**src/rtl/key_entry_parser.sv**
```systemverilog
// Registered ASCII key decoder plus an '@'-prefixed BCD entry parser.
// Each received byte gives one-cycle key pulses, and an '@' opens an entry of NDIGITS digits.
module key_entry_parser #(
   parameter int                 NDIGITS     = 4,
   parameter logic [NDIGITS-1:0] RANGE5_MASK = NDIGITS'(4'b0100)
) (
   input  logic                          clk,
   input  logic                          rst,
   input  logic [7:0]                    charData,
   input  logic                          charDataValid,
   output logic                          det_esc,
   output logic                          det_num,
   output logic                          det_num0to5,
   output logic                          det_cr,
   output logic                          det_atSign,
   output logic                          det_A,
   output logic                          det_L,
   output logic                          det_N,
   output logic                          det_S,
   output logic                          entry_active,
   output logic [$clog2(NDIGITS+1)-1:0]  entry_count,
   output logic                          entry_done,
   output logic                          entry_abort,
   output logic                          entry_err,
   output logic [4*NDIGITS-1:0]          entry_value
);

   localparam int CW = $clog2(NDIGITS+1);
   localparam int VW = 4 * NDIGITS;

   typedef enum logic {S_IDLE, S_COLLECT} state_e;

   state_e          state_q, state_d;
   logic [CW-1:0]   count_q, count_d;
   logic [VW-1:0]   buf_q, buf_d;
   logic [VW-1:0]   value_q, value_d;
   logic            done_q, done_d;
   logic            abort_q, abort_d;
   logic            err_q, err_d;
   logic [8:0]      det_q, det_d;

   logic is_esc, is_num, is_num05, is_cr, is_at, is_a, is_l, is_n, is_s;
   logic pos_lim5, digit_ok;
   logic [VW-1:0] shifted;

   // Key decode is gated by charDataValid, so an idle cycle clears every det_* pulse.
   always_comb begin
      is_esc   = charDataValid && (charData == 8'h1B);
      is_cr    = charDataValid && (charData == 8'h0D);
      is_at    = charDataValid && (charData == 8'h40);
      is_a     = charDataValid && ((charData == 8'h41) || (charData == 8'h61));
      is_l     = charDataValid && ((charData == 8'h4C) || (charData == 8'h6C));
      is_n     = charDataValid && ((charData == 8'h4E) || (charData == 8'h6E));
      is_s     = charDataValid && ((charData == 8'h53) || (charData == 8'h73));
      is_num   = charDataValid && (charData >= 8'h30) && (charData <= 8'h39);
      is_num05 = charDataValid && (charData >= 8'h30) && (charData <= 8'h35);
      det_d    = {is_s, is_n, is_l, is_a, is_at, is_cr, is_num05, is_num, is_esc};
   end

   // Position-dependent range limit for the digit about to be typed.
   always_comb begin
      pos_lim5 = 1'b0;
      for (int k = 0; k < NDIGITS; k++) begin
         if (count_q == CW'(k)) pos_lim5 = RANGE5_MASK[k];
      end
      digit_ok = is_num && (!pos_lim5 || is_num05);
      shifted  = (buf_q << 4) | VW'(charData[3:0]);
   end

   always_comb begin
      state_d = state_q;
      count_d = count_q;
      buf_d   = buf_q;
      value_d = value_q;
      done_d  = 1'b0;
      abort_d = 1'b0;
      err_d   = 1'b0;
      case (state_q)
         S_IDLE: begin
            if (is_at) begin
               state_d = S_COLLECT;
               count_d = '0;
               buf_d   = '0;
            end
         end
         S_COLLECT: begin
            if (charDataValid) begin
               if (is_esc) begin
                  abort_d = 1'b1;
                  count_d = '0;
                  state_d = S_IDLE;
               end else if (is_at) begin
                  count_d = '0;
                  buf_d   = '0;
               end else if (digit_ok) begin
                  buf_d = shifted;
                  if (count_q == CW'(NDIGITS - 1)) begin
                     value_d = shifted;
                     done_d  = 1'b1;
                     count_d = '0;
                     state_d = S_IDLE;
                  end else begin
                     count_d = count_q + CW'(1);
                  end
               end else begin
                  err_d = 1'b1;
               end
            end
         end
         default: state_d = S_IDLE;
      endcase
   end

   always_ff @(posedge clk) begin
      if (rst) begin
         state_q <= S_IDLE;
         count_q <= '0;
         buf_q   <= '0;
         value_q <= '0;
         done_q  <= 1'b0;
         abort_q <= 1'b0;
         err_q   <= 1'b0;
         det_q   <= '0;
      end else begin
         state_q <= state_d;
         count_q <= count_d;
         buf_q   <= buf_d;
         value_q <= value_d;
         done_q  <= done_d;
         abort_q <= abort_d;
         err_q   <= err_d;
         det_q   <= det_d;
      end
   end

   assign {det_S, det_N, det_L, det_A, det_atSign, det_cr, det_num0to5, det_num, det_esc} = det_q;
   assign entry_active = (state_q == S_COLLECT);
   assign entry_count  = count_q;
   assign entry_done   = done_q;
   assign entry_abort  = abort_q;
   assign entry_err    = err_q;
   assign entry_value  = value_q;

endmodule

```
**config.mk**
```make
export PLATFORM = sky130hd
export DESIGN_NAME = key_entry_parser
export DESIGN_NICKNAME = d
export VERILOG_FILES = /design/src/rtl/key_entry_parser.sv
export SDC_FILE = /design/constraint.sdc
export NUM_CORES = 1
export LEC_CHECK = 0
export CORE_MARGIN = 3
export CORE_UTILIZATION = 40
export CTS_BUF_LIST = sky130_fd_sc_hd__clkbuf_8
export CTS_CLUSTER_DIAMETER = 30
export DETAILED_ROUTE_END_ITERATION = 12
export PLACE_DENSITY = 0.69
export SLEW_MARGIN = 30
export SYNTH_ARGS = -nofsm -noshare
export SYNTH_HDL_FRONTEND = slang
export SYNTH_SLANG_ARGS = --single-unit
export TNS_END_PERCENT = 1
```
**constraint.sdc**
```tcl
create_clock -name clk -period 2.11 [get_ports clk]
set_input_delay 0.3165 -clock clk [delete_from_list [all_inputs] [get_ports clk]]
set_output_delay 0.3165 -clock clk [all_outputs]
set_load 0.03 [all_outputs]
```
==> metrics, run 1 <==
result of the run finished clean; cell count after synthesis 185; crit path DAT 2.32 ns; detailed placement HPWL 3.08 mm; Max Freq 0.480 GHz; number of enable-type register cells in the synthesized netlist 0; number of levels the H-tree was split into 2; Die Wd 72.8 um; clock root buffer sky130_fd_sc_hd__clkbuf_8; remaining design rule violation count 0; Ports 43; TritonCTS clock tree done; library cells used by synthesis 35; vias post-DR 1627; FF+latch count, synth 44; worst vdd rail ir drop 323 uV; Die Span Y 72.8 um; Num Clock Sinks 44; starting density of the core 43.1%; uppermost layer routed met4; prevailing post-synth register cell sky130_fd_sc_hd__dfxtp_1; cell types occupying the most area after synthesis sky130_fd_sc_hd__dfxtp_1 49%, sky130_fd_sc_hd__mux2i_1 9.5%, sky130_fd_sc_hd__nor2_1 5.5%, sky130_fd_sc_hd__o21ai_0 3.4%, sky130_fd_sc_hd__o211ai_1 3.4%; most common cell type on the critical path sky130_fd_sc_hd__buf_4; cell area after technology mapping 0.00179 mm2; wire length of the first global-routing pass 7.36 mm; total area of multi-input combinational cells 880 um2; cell taking the most area after synthesis sky130_fd_sc_hd__dfxtp_1; Post-Route WL 4.42 mm; critical setup path kind in2reg; wire length on met3 183 um; critical path, cell by cell dlygate4sd2_1 -> or3b_4 -> buf_4 -> buf_4 -> or3_2 -> o21ai_1 -> buf_4 -> o2111a_1 -> a31o_2; die area 0.00530 mm2; clock insertion delay at the later pin of the skew report 0.30 ns; clock buffers created by TritonCTS 5; minimum period implied by the final worst setup slack 2.08 ns; Post-Route Utilization 64.2%; synthesized netlist net count 198; cell with the largest stage delay on the worst path sky130_fd_sc_hd__or3_2; kind of end point of the critical path register; class of the worst hold path in2reg; hold violation total from the final report 0; pin slew with the least headroom to its limit 0.319 ns; wire per inst 14.3 um; Setup WS post-layout 0.0267 ns; Top delay family on crit path simple AND/OR/NAND/NOR gates; Initial DRC Count 126; maximum count of clock buffers along a single path 2; routed wire length on met2 1.98 mm; number of nets still failing antenna checks after routing 0; share of layout cells above drive strength 1 23.8%; Worst Setup Slack post-DPL -0.502 ns; number of placement rows 23; max-cap violations 0; final-layout fill cell count 368; cell leakage power 1.19 nW; ratio of routed vias to standard cells 5.25; Data required, critical path 2.35 ns; core box area 0.00414 mm2; final-stage net count 272; Crit Path Max Fanout 4; share of Yosys cell area claimed by the top area cell type 49.3%; sort of element at the start of the critical path primary input; register area share after synthesis 49.3%; final number of setup-violating endpoints 0; vias in the first global route 1613; setup repair after global routing missed its margin true; number of antenna cells inserted 0; max-slew violation total from the final report 0; area taken by flip-flops and latches 881 um2; maximum number of pins on one net before global-route repair 22; share of synthesized registers carrying an async set or reset 0%; GPL Wtd Cong 0.839; Ys Warns 0; met1 wire length 2.18 mm; setup clock skew after layout 0.00822 ns; slew margin rel. 78.7%; Avg Synthesized Cell Area 9.66 um2; overflow left after global routing 0; Worst Path Buf+Inv 4; slowest stage delay, CP 0.48 ns; clock slew at reported path FFs 0.08 ns; iteration count of the initial detailed-routing pass 5; Synth-to-Final Area Change 48.8%; overall fraction of global-route tracks in use 17.8%; power per cell area 586 mW/mm2; number of input and output port buffers inserted 42; Tcrit/Tclk final 98.7%; number of antenna violations at the first check in global routing 0
## cell type report
type	instances	area share [%]
clock inverters	3	1.46
inverters	4	0.565
multi-input cells	126	33.1
well taps	50	2.35
clock buffers	5	2.59
repair buffers	78	26.8
flip-flops and latches	44	33.1
## cells in the mapped netlist, drive strengths merged (2+ instances only)
library cell	n
or4	3
dfxtp	44
a31o	2
o211ai	8
or3b	2
nand2	13
o2111a	2
mux2i	17
a41o	3
ha	2
nor2	26
nand3	4
o21ai	12
inv	3
nor3b	2
nand2b	3
nor3	5
clkbuf	8
or2	3
nor4	3
buf	4
a21oi	2
nor4b	5
## worst min-delay path: stages
cell and delay (ns):
sky130_fd_sc_hd__dlymetal6s2s_1 0.12, sky130_fd_sc_hd__buf_4 0.14, sky130_fd_sc_hd__nor3_1 0.05
## repair_timing
item / in CTS / in global routing
pin swaps: 2 / 4
endpoints found under the setup margin: 30 / 30
hold buffers: 0 / 0
gates resized for setup: 5 / 11
cloned: 1 / 0
setup buffers: 1 / 0
## worst paths after layout
check	start	endpoint	slack, ns	cells past startpoint
worst max-delay path	charData[7]	entry_count[1]$_SDFFE_PP0P_	0.03	9
worst min-delay path	charData[4]	det_q[5]$_SDFF_PP0_	0.37	3
worst max register to register	entry_count[0]$_SDFFE_PP0P_	entry_value[14]$_SDFFE_PP0P_	0.28	5
worst min register to register	buf_q[11]$_SDFFE_PP0P_	buf_q[11]$_SDFFE_PP0P_	0.47	2
## power breakdown
part | switching (mW) | total [mW] | internal, mW
sequential | 0.000136 | 0.830 | 0.830
combinational | 0.0486 | 0.0979 | 0.0493
clock | 0.283 | 0.630 | 0.347
## registers in the layout, summed over array words and instances, names as in the netlist
signal	count
buf_q	12
entry_active	1
entry_abort	1
entry_value	16
entry_count	3
entry_done	1
entry_err	1
det_q	9
## logic make-up after synthesis
group                    Yosys count  synth area share (%)
AO/OA/AOI/OAI                     31                  12.2
adder cells (fa/ha/maj)            2                  1.40
buffers and inverters             16                  4.83
flip-flops                        44                  49.3
multiplexers                      17                  9.52
AND/OR/NAND/NOR                   75                  22.8
## layer usage
| layer | up-vias | track usage, % |
|---|---|---|
| met5 | - | 0 |
| met4 | 0 | 7.38 |
| met3 | 9 | 4.13 |
| met2 | 46 | 27.2 |
| met1 | 757 | 24.1 |
| li1 | 815 | - |
## stage by stage
stage / hold WS, ns / cell area (um2) / setup TNS, ns / total power, mW / cells
CTS: 0.466 / 2620 / -0.973 / 1.57 / 310
global placement: 0.447 / 2490 / -14.34 / 0.946 / 300
detailed placement: 0.454 / 2490 / -14.64 / 0.947 / 300
finish: 0.371 / 2660 / 0 / 1.56 / 310
floorplan: 0.392 / 1810 / -0.131 / 0.882 / 185
global route: 0.391 / 2660 / -0.0198 / 1.61 / 310
## cell usage in the layout, fill, tap and decap left out, drive strengths merged, types with 3 or more instances in the layout
cell type,synthesis,final
nor4,3,3
inv,3,4
dlymetal6s2s,0,4
clkbuf,8,5
dfxtp,44,44
nor4b,5,5
o211ai,8,8
nor3,5,5
o21ai,12,12
nand2b,3,3
mux2i,17,17
or2,3,3
or4,3,4
clkdlybuf4s50,0,35
a41o,3,3
dlygate4sd2,0,3
nand3,4,4
nor2,26,26
buf,4,36
nand2,13,13
Power figures use the tool's default switching activity.
==> run 2, diff against run 1 <==
--- a/config.mk
+++ b/config.mk
@@ -9,6 +9,7 @@
 export CORE_UTILIZATION = 40
 export CTS_BUF_LIST = sky130_fd_sc_hd__clkbuf_8
 export CTS_CLUSTER_DIAMETER = 30
+export CTS_CLUSTER_SIZE = 24
 export DETAILED_ROUTE_END_ITERATION = 12
 export PLACE_DENSITY = 0.69
 export SLEW_MARGIN = 30
==> results of run 2 <==
Same layout as run 1: the final DEF is identical, and so are final timing and power.
==> RTL edit 1 (settings of run 2) <==
Change the parameter `NDIGITS` from 4 to 2.
--- a/src/rtl/key_entry_parser.sv
+++ b/src/rtl/key_entry_parser.sv
@@ -2,5 +2,5 @@
 // Each received byte gives one-cycle key pulses, and an '@' opens an entry of NDIGITS digits.
 module key_entry_parser #(
-   parameter int                 NDIGITS     = 4,
+   parameter int                 NDIGITS     = 2,
    parameter logic [NDIGITS-1:0] RANGE5_MASK = NDIGITS'(4'b0100)
 ) (
Ports: changed (resized entry_count and entry_value); port bits go from 43 to 34. No check against the original RTL was run, so the function may have changed too.
==> RTL edit 1 against run 2 <==
- area after synthesis down 35%
- global-route usage fell by 1.1 points
- non-clock buffer count down 33
- combinational power fell by 25%
- final area down 39%
- setup slack gained 200 ps
- sequential cell count decreased by 17
- power decreased by 44%
- wire length down 36%
- critical path type is now reg2out
==> RTL edit 1: results (changes against run 2) <==
| Group | Result | This run | vs run 2 |
|---|---|---|---|
| clocking | Gates resized, CTS repair | 0 | -5 |
| setup path | FF-to-FF setup slack | 580 ps | +300 ps |
| setup path | Critical path data arrival time | 1570 ps | -750 ps |
| setup path | Critical path destination | entry_active |  |
| synthesis | Syn Nets | 135 | -32% |
| power and ir drop | Leakage | 0.538 nW | -55% |
| synthesis | Fraction of the yosys area taken by sequential cells | 46.7% | -2.6 points |
| place | Post-placement cell count | 191 | -36% |
| grt | Global router's overall resource usage | 16.7% | -1.1 points |
| place | Buffers added on ports | 33 | -21% |
| finish | Largest register FFs | 9 | -7 |
| setup path | FF-to-FF Start | entry_active |  |
| clocking | TritonCTS buffer count | 3 | -2 |
| clocking | Latest clock arrival within the worst-skew pair | 270 ps | -30 ps |
| worst hold path | Hold Crit Endpoint | entry_count[1] |  |
| clocking | Post-CTS repair timing setup buffer count | 0 | -1 |
| synthesis | Leading post-synthesis cells by instance count | sky130_fd_sc_hd__dfxtp_1, sky130_fd_sc_hd__a21oi_1, sky130_fd_sc_hd__nand3_1 |  |
| place | RePlAce Congestion | 0.863 | +2.8% |
| worst hold path | Hold path startpoint | entry_count[1] |  |
| finish | Final Net Count | 177 | -35% |
| timing | Skew final | 3.83 ps | -4.39 ps |
| power and ir drop | Worst vdd ir | 0.352 mV | +9.1% |
| setup path | Crit-path max FO | 11 | +7 |
| route | Number of violations reported at the end of detailed-routing iteration 0 | 42 | -67% |
| setup path | Slowest cell on the critical path | sky130_fd_sc_hd__clkdlybuf4s50_1 |  |
| place | Worst setup timing slack at the placement stage | 23.0 ps | +525 ps |
| power and ir drop | Switching Power | 0.199 mW | -40% |
| timing | Pin slew with the least headroom to its limit | 425 ps | +106 ps |
| setup path | Maximum cell stage delay along the critical path | 740 ps | +260 ps |
| setup path | Depth of the most critical reg-to-reg path | 2 | -3 |
| finish | Share of final-layout standard cells stronger than drive strength 1 | 12.1% | -12 points |
| place | HPWL reported at the end of detailed placement | 2090 um | -32% |
| worst hold path | Hold path depth | 2 | -1 |
| worst hold path | Class of the tightest hold or removal check | reg2reg |  |
| timing | Worst hold slack | 471 ps | +99.1 ps |
| run status | Status | finished, final reports clean |  |
| route | Routed Wire Length | 2820 um | -36% |
| route | DR vias/cell | 5.47 | +4.3% |
| clocking | Reg clk slew, reported paths | 100 ps | +20 ps |
| setup path | CP delay by family, top | buffers and inverters |  |
| route | Via Count | 1067 | -34% |
| grt | Largest net degree at the start of global routing | 27 | +23% |
| setup path | Worst flop-to-flop path endpoint | entry_done |  |
| synthesis | Number of instances in the synthesized netlist | 124 | -33% |
-- RTL edit 1: cell types whose count changed in the layout (fill, tap and decap cells not counted), sizes merged, moves of 4 or more --
cell | before | now
nand3 | 4 | 10
nand3b | 0 | 5
nand2 | 13 | 4
mux2i | 17 | 4
dlymetal6s2s | 4 | 0
buf | 36 | 12
or4 | 4 | 0
nor2 | 26 | 9
dfxtp | 44 | 27
a21oi | 2 | 11
o211ai | 8 | 0
-- RTL edit 1: layout make-up --
| type | count | area, um^2 | area share [%] |
|---|---|---|---|
| multi-input combinational | 87 | 569 | 35.1 |
| sequential | 27 | 541 | 33.3 |
| timing repair buffer | 45 | 420 | 25.9 |
| clock buffer | 3 | 41.3 | 2.54 |
| tap | 30 | 37.5 | 2.31 |
| clock inverter | 1 | 7.51 | 0.462 |
| inverter | 2 | 7.51 | 0.462 |
-- RTL edit 1: per-layer routing --
metal  wire length, um  GRT usage [%]  up-vias
met3               155           3.02        4
met2              1320           27.3       40
met5                 0              0        -
met1              1320           22.5      490
met4                32           4.75        0
li1                  -              -      533
-- RTL edit 1: power groups by stage --
| stage | Clock [mW] | Sequential, mW | Combinational, mW |
|---|---|---|---|
| 2_1_floorplan | 0 | 0.523 | 0.0280 |
| 3_3_place_gp | 0 | 0.522 | 0.0705 |
| 3_5_place_dp | 0 | 0.522 | 0.0715 |
| 4_1_cts | 0.301 | 0.510 | 0.0717 |
| 5_1_grt | 0.324 | 0.510 | 0.0779 |
| 6_report | 0.297 | 0.510 | 0.0730 |
-- RTL edit 1: cell families (layout without fill, tap and decap cells) --
logic type / after synthesis / after routing / synth area share [%]
simple gates: 57 / 57 / 32.2
compound gates: 26 / 26 / 13.5
mux: 4 / 4 / 3.46
flops: 27 / 27 / 46.7
buf+inv: 10 / 51 / 4.21
==> RTL edit 2 (config.mk and constraints of run 2) <==
Made on the original files. Put one more register stage on the output `entry_count`. The value now appears one clock later. The other outputs are not delayed to match.
--- a/src/rtl/key_entry_parser.sv
+++ b/src/rtl/key_entry_parser.sv
@@ -136,5 +136,7 @@
    assign {det_S, det_N, det_L, det_A, det_atSign, det_cr, det_num0to5, det_num, det_esc} = det_q;
    assign entry_active = (state_q == S_COLLECT);
-   assign entry_count  = count_q;
+   always_ff @(posedge clk) begin
+      entry_count <= count_q;
+   end
    assign entry_done   = done_q;
    assign entry_abort  = abort_q;
Behaviour: not the same (a bounded check fails within 4 cycles, from zero or initial values and one cycle with rst high).
==> RTL edit 2 against run 2 <==
- setup slack better by 56 ps
- register-to-register slack worse by 100 ps
- via count shrank 11%
- final area down 4.5%
- power is 4.5% lower
- area after synthesis fell by 0.91%
- sequential cell count up 3
- count of clock-buffer cells in the layout unchanged
- highest routed layer unchanged
- final cell count is 7.7% lower
- wire length is 2.1% lower
==> RTL edit 2: results (changes against run 2) <==
| Group | Result | This run | vs run 2 |
|---|---|---|---|
| synthesis | Number of instances in the synthesized netlist | 165 | -11% |
| place | Placed cell area | 2430 um^2 | -2.6% |
| synthesis | Synth unique cells | 38 | +8.6% |
| finish | Share of final-layout standard cells stronger than drive strength 1 | 22.5% | -1.4 points |
| finish | Final Net Count | 248 | -8.8% |
| place | Post-placement cell count | 276 | -8.0% |
| timing | Max-slew headroom | 61.0% | -18 points |
| route | Number of violations reported at the end of detailed-routing iteration 0 | 70 | -44% |
| synthesis | Leading post-synthesis cells by instance count | sky130_fd_sc_hd__dfxtp_1, sky130_fd_sc_hd__nor2_1, sky130_fd_sc_hd__mux2i_1 |  |
| run status | Status | finished, final reports clean |  |
| grt | Global router's overall resource usage | 18.1% | +0.31 points |
| place | RePlAce Congestion | 0.878 | +4.6% |
| grt | Largest net degree at the start of global routing | 24 | +9.1% |
| route | Routed Wire Length | 4330 um | -2.1% |
| clocking | Gates resized, CTS repair | 7 | +2 |
| timing | Skew final | 3.02 ps | -5.20 ps |
| place | Worst setup timing slack at the placement stage | -534 ps | -32.5 ps |
| power and ir drop | Leakage | 0.953 nW | -20% |
| power and ir drop | Internal power summed over all cells | 1.16 mW | -5.3% |
| power and ir drop | Worst vdd ir | 0.362 mV | +12% |
| route | Post-route met1 wirelength | 2010 um | -8.0% |
| synthesis | Syn Nets | 178 | -10% |
| grt | Grt met1 use | 22.5% | -1.6 points |
| synthesis | Fraction of the yosys area taken by sequential cells | 53.1% | +3.8 points |
| route | DR vias/cell | 5.04 | -4.0% |
| route | Detailed-routed wire length on met3 | 151 um | -17% |
| route | Met2 Routed Length | 2120 um | +6.8% |
| grt | Met2 usage | 30.3% | +3.1 points |
| place | HPWL reported at the end of detailed placement | 3360 um | +9.1% |
| clocking | Post-CTS repair timing setup buffer count | 2 | +1 |
| setup path | Maximum cell stage delay along the critical path | 500 ps | +20 ps |
| power and ir drop | P_clk | 0.501 mW | -20% |
| power and ir drop | Flop pwr share | 59.6% | +6.3 points |
| route | Wire per inst | 15.1 um | +6.1% |
| route | Total iterations of the first detailed-routing run | 4 | -1 |
| setup path | Slowest cell on the critical path | sky130_fd_sc_hd__or4_4 |  |
| synthesis | Dominant cells by area after synthesis | sky130_fd_sc_hd__dfxtp_1, sky130_fd_sc_hd__mux2i_1, sky130_fd_sc_hd__a22o_1 |  |
| setup path | Critical path data arrival time | 2260 ps | -60 ps |
| grt | Met3 track demand over resource in global routing | 4.57% | +0.44 points |
==> RTL edit 2: kinds of logic (layout without fill, tap and decap cells) <==
logic type	count (synthesis)	in the layout	synth area share [%]
buffers and inverters	11	82	3.60
adders and majority gates	2	2	1.41
AOI/OAI and AO/OA	27	27	12.2
muxes	16	16	9.05
and+or+nand+nor	62	62	20.6
DFF	47	47	53.1
==> RTL edit 2: final timing paths <==
check                            startpoint              end  slack, ps  cells after the start
worst min-delay path             count_q[2]   entry_count[2]        390                      0
worst min register to register   count_q[2]   entry_count[2]        390                      0
worst max-delay path            charData[6]         buf_q[2]         80                      6
worst max register to register   count_q[0]  entry_value[15]        180                      7
==> RTL edit 2: layout make-up <==
type	count	area [um^2]
fillers	361	1610
flip-flops and latches	47	943
multi-input cells	107	800
repair buffers	70	637
clock buffers	5	68.8
well taps	50	62.6
inverters	4	15.0
clock inverters	3	12.5
